<file path="config.mk">
export PLATFORM = sky130hd
export DESIGN_NAME = btn_event_sched
export DESIGN_NICKNAME = d
export VERILOG_FILES = /design/src/rtl/btn_pkg.sv /design/src/rtl/btn_sample_cell.sv /design/src/rtl/btn_event_sched.sv
export SDC_FILE = /design/constraint.sdc
export NUM_CORES = 1
export LEC_CHECK = 0
export BUFFER_PORTS_ARGS = -buffer_cell sky130_fd_sc_hd__buf_2
export CAP_MARGIN = 30
export CORE_ASPECT_RATIO = 0.6
export CORE_MARGIN = 2
export CORE_UTILIZATION = 51
export DETAILED_ROUTE_END_ITERATION = 7
export GPL_ROUTABILITY_DRIVEN = 0
export HOLD_SLACK_MARGIN = 0.05
export PLACE_DENSITY_LB_ADDON = 0.25
export SYNTH_ARGS = -nofsm -noshare
export SYNTH_HDL_FRONTEND = slang
export SYNTH_SLANG_ARGS = --single-unit
</file>
<file path="constraint.sdc">
create_clock -name clk -period 5.6 [get_ports clk]
set_input_delay 0.28 -clock clk [delete_from_list [all_inputs] [get_ports clk]]
set_output_delay 0.28 -clock clk [all_outputs]
set_load 0.02 [all_outputs]
</file>
<file path="src/rtl/btn_pkg.sv">
// Shared types and constants for the front-panel button controller.
package btn_pkg;

  // History pattern that marks a fresh press: two high samples after a low one.
  localparam logic [1:0] H_PRESS_NEW = 2'b11;
  localparam logic       H_PRESS_OLD = 1'b0;

  function automatic int unsigned BTN_ID_W(input int unsigned n);
    return (n < 2) ? 1 : $clog2(n);
  endfunction

endpackage

</file>
<file path="src/rtl/btn_sample_cell.sv">
// Per-button sample history and press detector.
module btn_sample_cell
  import btn_pkg::*;
(
  input  logic clk,
  input  logic rst,
  input  logic sample_tick,
  input  logic eval_tick,
  input  logic btn_raw,
  output logic press
);

  logic [2:0] h;

  // Newest sample enters at bit 2; press is evaluated one cycle after the shift.
  always_ff @(posedge clk or posedge rst) begin
    if (rst) begin
      h     <= '0;
      press <= 1'b0;
    end else begin
      if (sample_tick) h <= {btn_raw, h[2:1]};
      press <= eval_tick && (h[2:1] == H_PRESS_NEW) && (h[0] == H_PRESS_OLD);
    end
  end

endmodule

</file>
<file path="src/rtl/btn_event_sched.sv">
// Button front end: sample divider, per-button debounce cells, round-robin
// press arbiter and a small event FIFO with a valid/ready output.
module btn_event_sched
  import btn_pkg::*;
#(
  parameter int unsigned N_BTN      = 4,
  parameter int unsigned SAMPLE_DIV = 100000,
  parameter int unsigned FIFO_DEPTH = 4
) (
  input  logic                       clk,
  input  logic                       rst,
  input  logic [N_BTN-1:0]           btn_raw,
  output logic                       evt_valid,
  output logic [BTN_ID_W(N_BTN)-1:0] evt_id,
  input  logic                       evt_ready,
  output logic                       ovf,
  input  logic                       ovf_clr,
  output logic                       sample_tick
);

  localparam int unsigned ID_W  = BTN_ID_W(N_BTN);
  localparam int unsigned DIV_W = $clog2(SAMPLE_DIV);
  localparam int unsigned PTR_W = $clog2(FIFO_DEPTH);
  localparam int unsigned CNT_W = PTR_W + 1;

  logic [DIV_W-1:0] div_cnt;
  logic             eval_tick;
  logic [N_BTN-1:0] press;
  logic [N_BTN-1:0] pend;
  logic [N_BTN-1:0] clr;
  logic [N_BTN-1:0] drop;
  logic [ID_W-1:0]  last;
  logic [ID_W-1:0]  cand;
  logic [ID_W-1:0]  gnt_id;
  logic             gnt_found;
  logic             gnt;

  logic [ID_W-1:0]  mem [FIFO_DEPTH];
  logic [PTR_W-1:0] wr_ptr;
  logic [PTR_W-1:0] rd_ptr;
  logic [PTR_W-1:0] rd_ptr_n;
  logic [CNT_W-1:0] count;
  logic [CNT_W-1:0] count_n;
  logic [ID_W-1:0]  head_n;
  logic             full;
  logic             pop;

  // Sample divider; the tick is registered one count early so it lines up with SAMPLE_DIV-1.
  always_ff @(posedge clk or posedge rst) begin
    if (rst) begin
      div_cnt     <= '0;
      sample_tick <= 1'b0;
      eval_tick   <= 1'b0;
    end else begin
      div_cnt     <= (div_cnt == DIV_W'(SAMPLE_DIV - 1)) ? '0 : div_cnt + DIV_W'(1);
      sample_tick <= (div_cnt == DIV_W'(SAMPLE_DIV - 2));
      eval_tick   <= sample_tick;
    end
  end

  for (genvar i = 0; i < N_BTN; i++) begin : g_cell
    btn_sample_cell u_cell (
      .clk         (clk),
      .rst         (rst),
      .sample_tick (sample_tick),
      .eval_tick   (eval_tick),
      .btn_raw     (btn_raw[i]),
      .press       (press[i])
    );
  end

  // Round-robin search starting one past the last granted button.
  always_comb begin
    gnt_found = 1'b0;
    gnt_id    = '0;
    cand      = '0;
    for (int unsigned k = 0; k < N_BTN; k++) begin
      cand = ID_W'((32'(last) + k + 1) % N_BTN);
      if (!gnt_found && pend[cand]) begin
        gnt_found = 1'b1;
        gnt_id    = cand;
      end
    end
  end

  assign full = (count == CNT_W'(FIFO_DEPTH));
  assign gnt  = gnt_found && !full;
  assign pop  = evt_valid && evt_ready;

  always_comb begin
    clr = '0;
    if (gnt) clr[gnt_id] = 1'b1;
  end

  assign drop = press & pend & ~clr;

  always_ff @(posedge clk or posedge rst) begin
    if (rst) begin
      pend <= '0;
      last <= ID_W'(N_BTN - 1);
      ovf  <= 1'b0;
    end else begin
      pend <= press | (pend & ~clr);
      if (gnt) last <= gnt_id;
      if (|drop)        ovf <= 1'b1;
      else if (ovf_clr) ovf <= 1'b0;
    end
  end

  // Next head: bypass the pushed id when it lands in an otherwise empty FIFO.
  always_comb begin
    count_n  = count + CNT_W'(gnt) - CNT_W'(pop);
    rd_ptr_n = rd_ptr + PTR_W'(pop);
    head_n   = '0;
    if (count_n != '0) begin
      if (gnt && (count == CNT_W'(pop))) head_n = gnt_id;
      else                               head_n = mem[rd_ptr_n];
    end
  end

  always_ff @(posedge clk or posedge rst) begin
    if (rst) begin
      for (int i = 0; i < FIFO_DEPTH; i++) mem[i] <= '0;
      wr_ptr    <= '0;
      rd_ptr    <= '0;
      count     <= '0;
      evt_valid <= 1'b0;
      evt_id    <= '0;
    end else begin
      if (gnt) begin
        mem[wr_ptr] <= gnt_id;
        wr_ptr      <= wr_ptr + PTR_W'(1);
      end
      rd_ptr    <= rd_ptr_n;
      count     <= count_n;
      evt_valid <= (count_n != '0);
      evt_id    <= head_n;
    end
  end

endmodule
</file>
==> results.json <==
{
  "status": "finished clean",
  "synth-simple-area-share_pct": 15.53,
  "wl_um": 4344,
  "hp-class": "primary input to async pin",
  "rsz0062_at_grt": "no",
  "critical_path_class": "flip-flop to flip-flop",
  "diodes": 0,
  "grt_max_degree": 61,
  "rows": 20,
  "synth.top_cell.area_share_pct": 53.60,
  "port_buffers": 12,
  "vias": 1623,
  "first_global_vias": 1540,
  "fin_skew_ns": 0.004536,
  "p_sw_w": 0.0002321,
  "preCtsSetupSlack_ns": 3.382,
  "ir_drop_mv": 0.1268,
  "finalCritPeriodShare_pct": 39.31,
  "nFillCells": 419,
  "power_density_nw_per_um2": 302.3,
  "final_common_cell": "dfrtp_1",
  "dr.pass1.iters": 4,
  "nets": 260,
  "post-route-drc-count": 0,
  "ant_nets": 0,
  "cts_tree": "done",
  "min_period_ns": 2.201,
  "yosysTopAreaCell": "dfrtp_1",
  "synthAdderAreaFrac_pct": 4.436,
  "cp-end-kind": "flip-flop",
  "setup-tns-final_ns": 0,
  "dieHeight_um": 60.44,
  "syn-instance-count": 222,
  "htree_levels": 3,
  "mostFrequentLayoutCells": "dfrtp_1, nor2_1, mux2_2",
  "synth_area_um2": 2708,
  "maxCapViolations": 0,
  "syn_area_per_cell_um2": 12.20,
  "clk_latency_ns": 0.34,
  "post_drt_via_cell_ratio": 5.169,
  "max_freq_ghz": 0.4542,
  "synth_cell_types": 45,
  "synth_area_leaders": "dfrtp_1, mux2_2, ha_1",
  "finalWorstSetupSlack_ns": 3.399,
  "die_area_um2": 5927,
  "drive_gt1_share_pct": 21.37,
  "comb_power_share_pct": 12.8,
  "clock_sinks": 60,
  "swShare_pct": 25.53,
  "p_leak_nw": 1.474,
  "worstPathRequired_ns": 5.81,
  "synth-seq-cells": 60,
  "initial_core_util_pct": 53.30,
  "setup_violations": 0,
  "io_pins": 13,
  "cts_buffers": 9,
  "synth_top_family_by_area": "simple AND/OR/NAND/NOR gates",
  "grtUsageTotal_pct": 16.80,
  "synth_mux_area_share_pct": 10.35,
  "grt_pass1_wl_um": 7355,
  "clockBufferDepth": 2,
  "synth_compound_area_share_pct": 5.222,
  "seq_area_frac_synth_pct": 55.55,
  "drt_iter0_markers": 88,
  "antenna_found_initial": 0,
  "p_int_w": 0.0006769,
  "wl_per_cell_um": 13.83,
  "critPathArrivalTime_ns": 2.41,
  "crit_fanout": 3,
  "dp_hpwl_um": 3017,
  "finalPower_w": 0.0009090,
  "clkTransAtPathRegs_ns": 0.06,
  "syn-num-nets": 239,
  "ys_warn_count": 0,
  "cp-start-kind": "flip-flop",
  "final_hold_viol_count": 0,
  "postCtsResizedCells": 0,
  "grt.overflow.total": 0,
  "pwr-share-seq_pct": 51.6,
  "die_x_um": 98.07,
  "clockPowerShare_pct": 35.7,
  "postCtsSetupRepairBufs": 0,
  "worstMarginPinSlew_ns": 0.8913,
  "cts-root-buf": "clkbuf_8",
  "synthXorXnorAreaFrac_pct": 6.470,
  "slew_headroom_pct": 40.36,
  "ctsHoldBuffers": 0,
  "core_um2": 5080,
  "syn_to_final_growth_pct": 11.04,
  "drv_slew": 0,
  "postLayoutCoreUtil_pct": 59.19
}
## path summary, 6_finish.rpt
| check | start | to | slack, ns | depth (start not counted) |
|---|---|---|---|---|
| max | evt_valid | evt_id[0] | 3.40 | 8 |
| min | rst | div_cnt[14] | 0.14 | 3 |
| max reg2reg | evt_valid | evt_id[0] | 3.40 | 8 |
| min reg2reg | g_cell[2].u_cell.press | pend[2] | 0.45 | 2 |
| max in group asynchronous | rst | g_cell[1].u_cell.h[2] | 4.98 | 3 |
| min in group clk | btn_raw[3] | g_cell[3].u_cell.h[2] | 0.18 | 2 |
## worst max-delay path: stages (launching register included)
cell,delay [ns]
dfrtp_1,0.37
and2_1,0.18
ha_1,0.33
nor3_1,0.08
fa_1,0.39
xnor2_1,0.15
xnor2_1,0.15
nor3_1,0.34
nor2_1,0.09
## power by group through the flow
| stage | combinational [W] | sequential (W) | clock (W) |
|---|---|---|---|
| 2_1_floorplan | 0.0000913 | 0.000474 | 0 |
| 3_3_place_gp | 0.000114 | 0.000476 | 0 |
| 3_5_place_dp | 0.000119 | 0.000475 | 0 |
| 4_1_cts | 0.000118 | 0.000468 | 0.000339 |
| 5_1_grt | 0.000135 | 0.000470 | 0.000359 |
| 6_report | 0.000116 | 0.000469 | 0.000324 |
## through the flow
step	std cells	cell area, µm²	hold WS, ns
after floorplan	222	2708	0.4143
after global placement	298	2844	0.4441
after detailed placement	298	2844	0.4445
after CTS	314	3007	0.1543
after global routing	314	3007	0.1628
final	314	3007	0.1377
## state kept, by name, summed over array words and instances (netlist names), 3 cells and up
register             flops
mem                      8
count                    3
g_cell.u_cell.h         12
div_cnt                 17
pend                     4
g_cell.u_cell.press      4
## per-layer routing
| metal | GRT usage (%) | vias to the layer above | routed length [µm] |
|---|---|---|---|
| met5 | 0 | - | 0 |
| met4 | 7.738 | 0 | 46 |
| met3 | 7.604 | 5 | 203 |
| met2 | 21.14 | 27 | 1675 |
| met1 | 24.58 | 783 | 2419 |
| li1 | - | 808 | - |
## synth_stat cells (all sizes together)
master and number:
o211ai 2, or4 1, or2b 1, and2 2, mux2i 1, a32oi 1
or3 1, nor2 21, a311o 1, nor4 3, fa 1, a21o 2
a21oi 4, or4b 1, o311ai 2, xor2 9, ha 8, nand2b 6
dfrtp 58, and4 1, xnor2 11, o21ai 5, nand2 12, buf 3
nor3b 2, nor3 4, or2 1, nand4 3, nand3 10, nor2b 2
a311oi 1, inv 14, and4b 4, mux2 20, mux4 2, dfstp 2
## cells by family (layout without fill, tap and decap cells)
group,count (synthesis),after routing
and+or+nand+nor,75,75
DFF,60,60
muxes,23,23
xor gates and xnor gates,20,20
AOI/OAI and AO/OA,18,18
buffers and inverters,17,43
adders and majority gates,9,9
## cell type report
class                   count  area, µm²  share of cell area, %
repair buffers             13      67.56                  2.247
well taps                  66      82.58                  2.747
flip-flops and latches     60       1504                  50.02
clock inverters             2      10.01                 0.3329
multi-input cells         145       1137                  37.83
clock buffers              14      152.6                  5.077
inverters                  14      52.55                  1.748
Note: power is estimated with default switching activity, not from simulation.
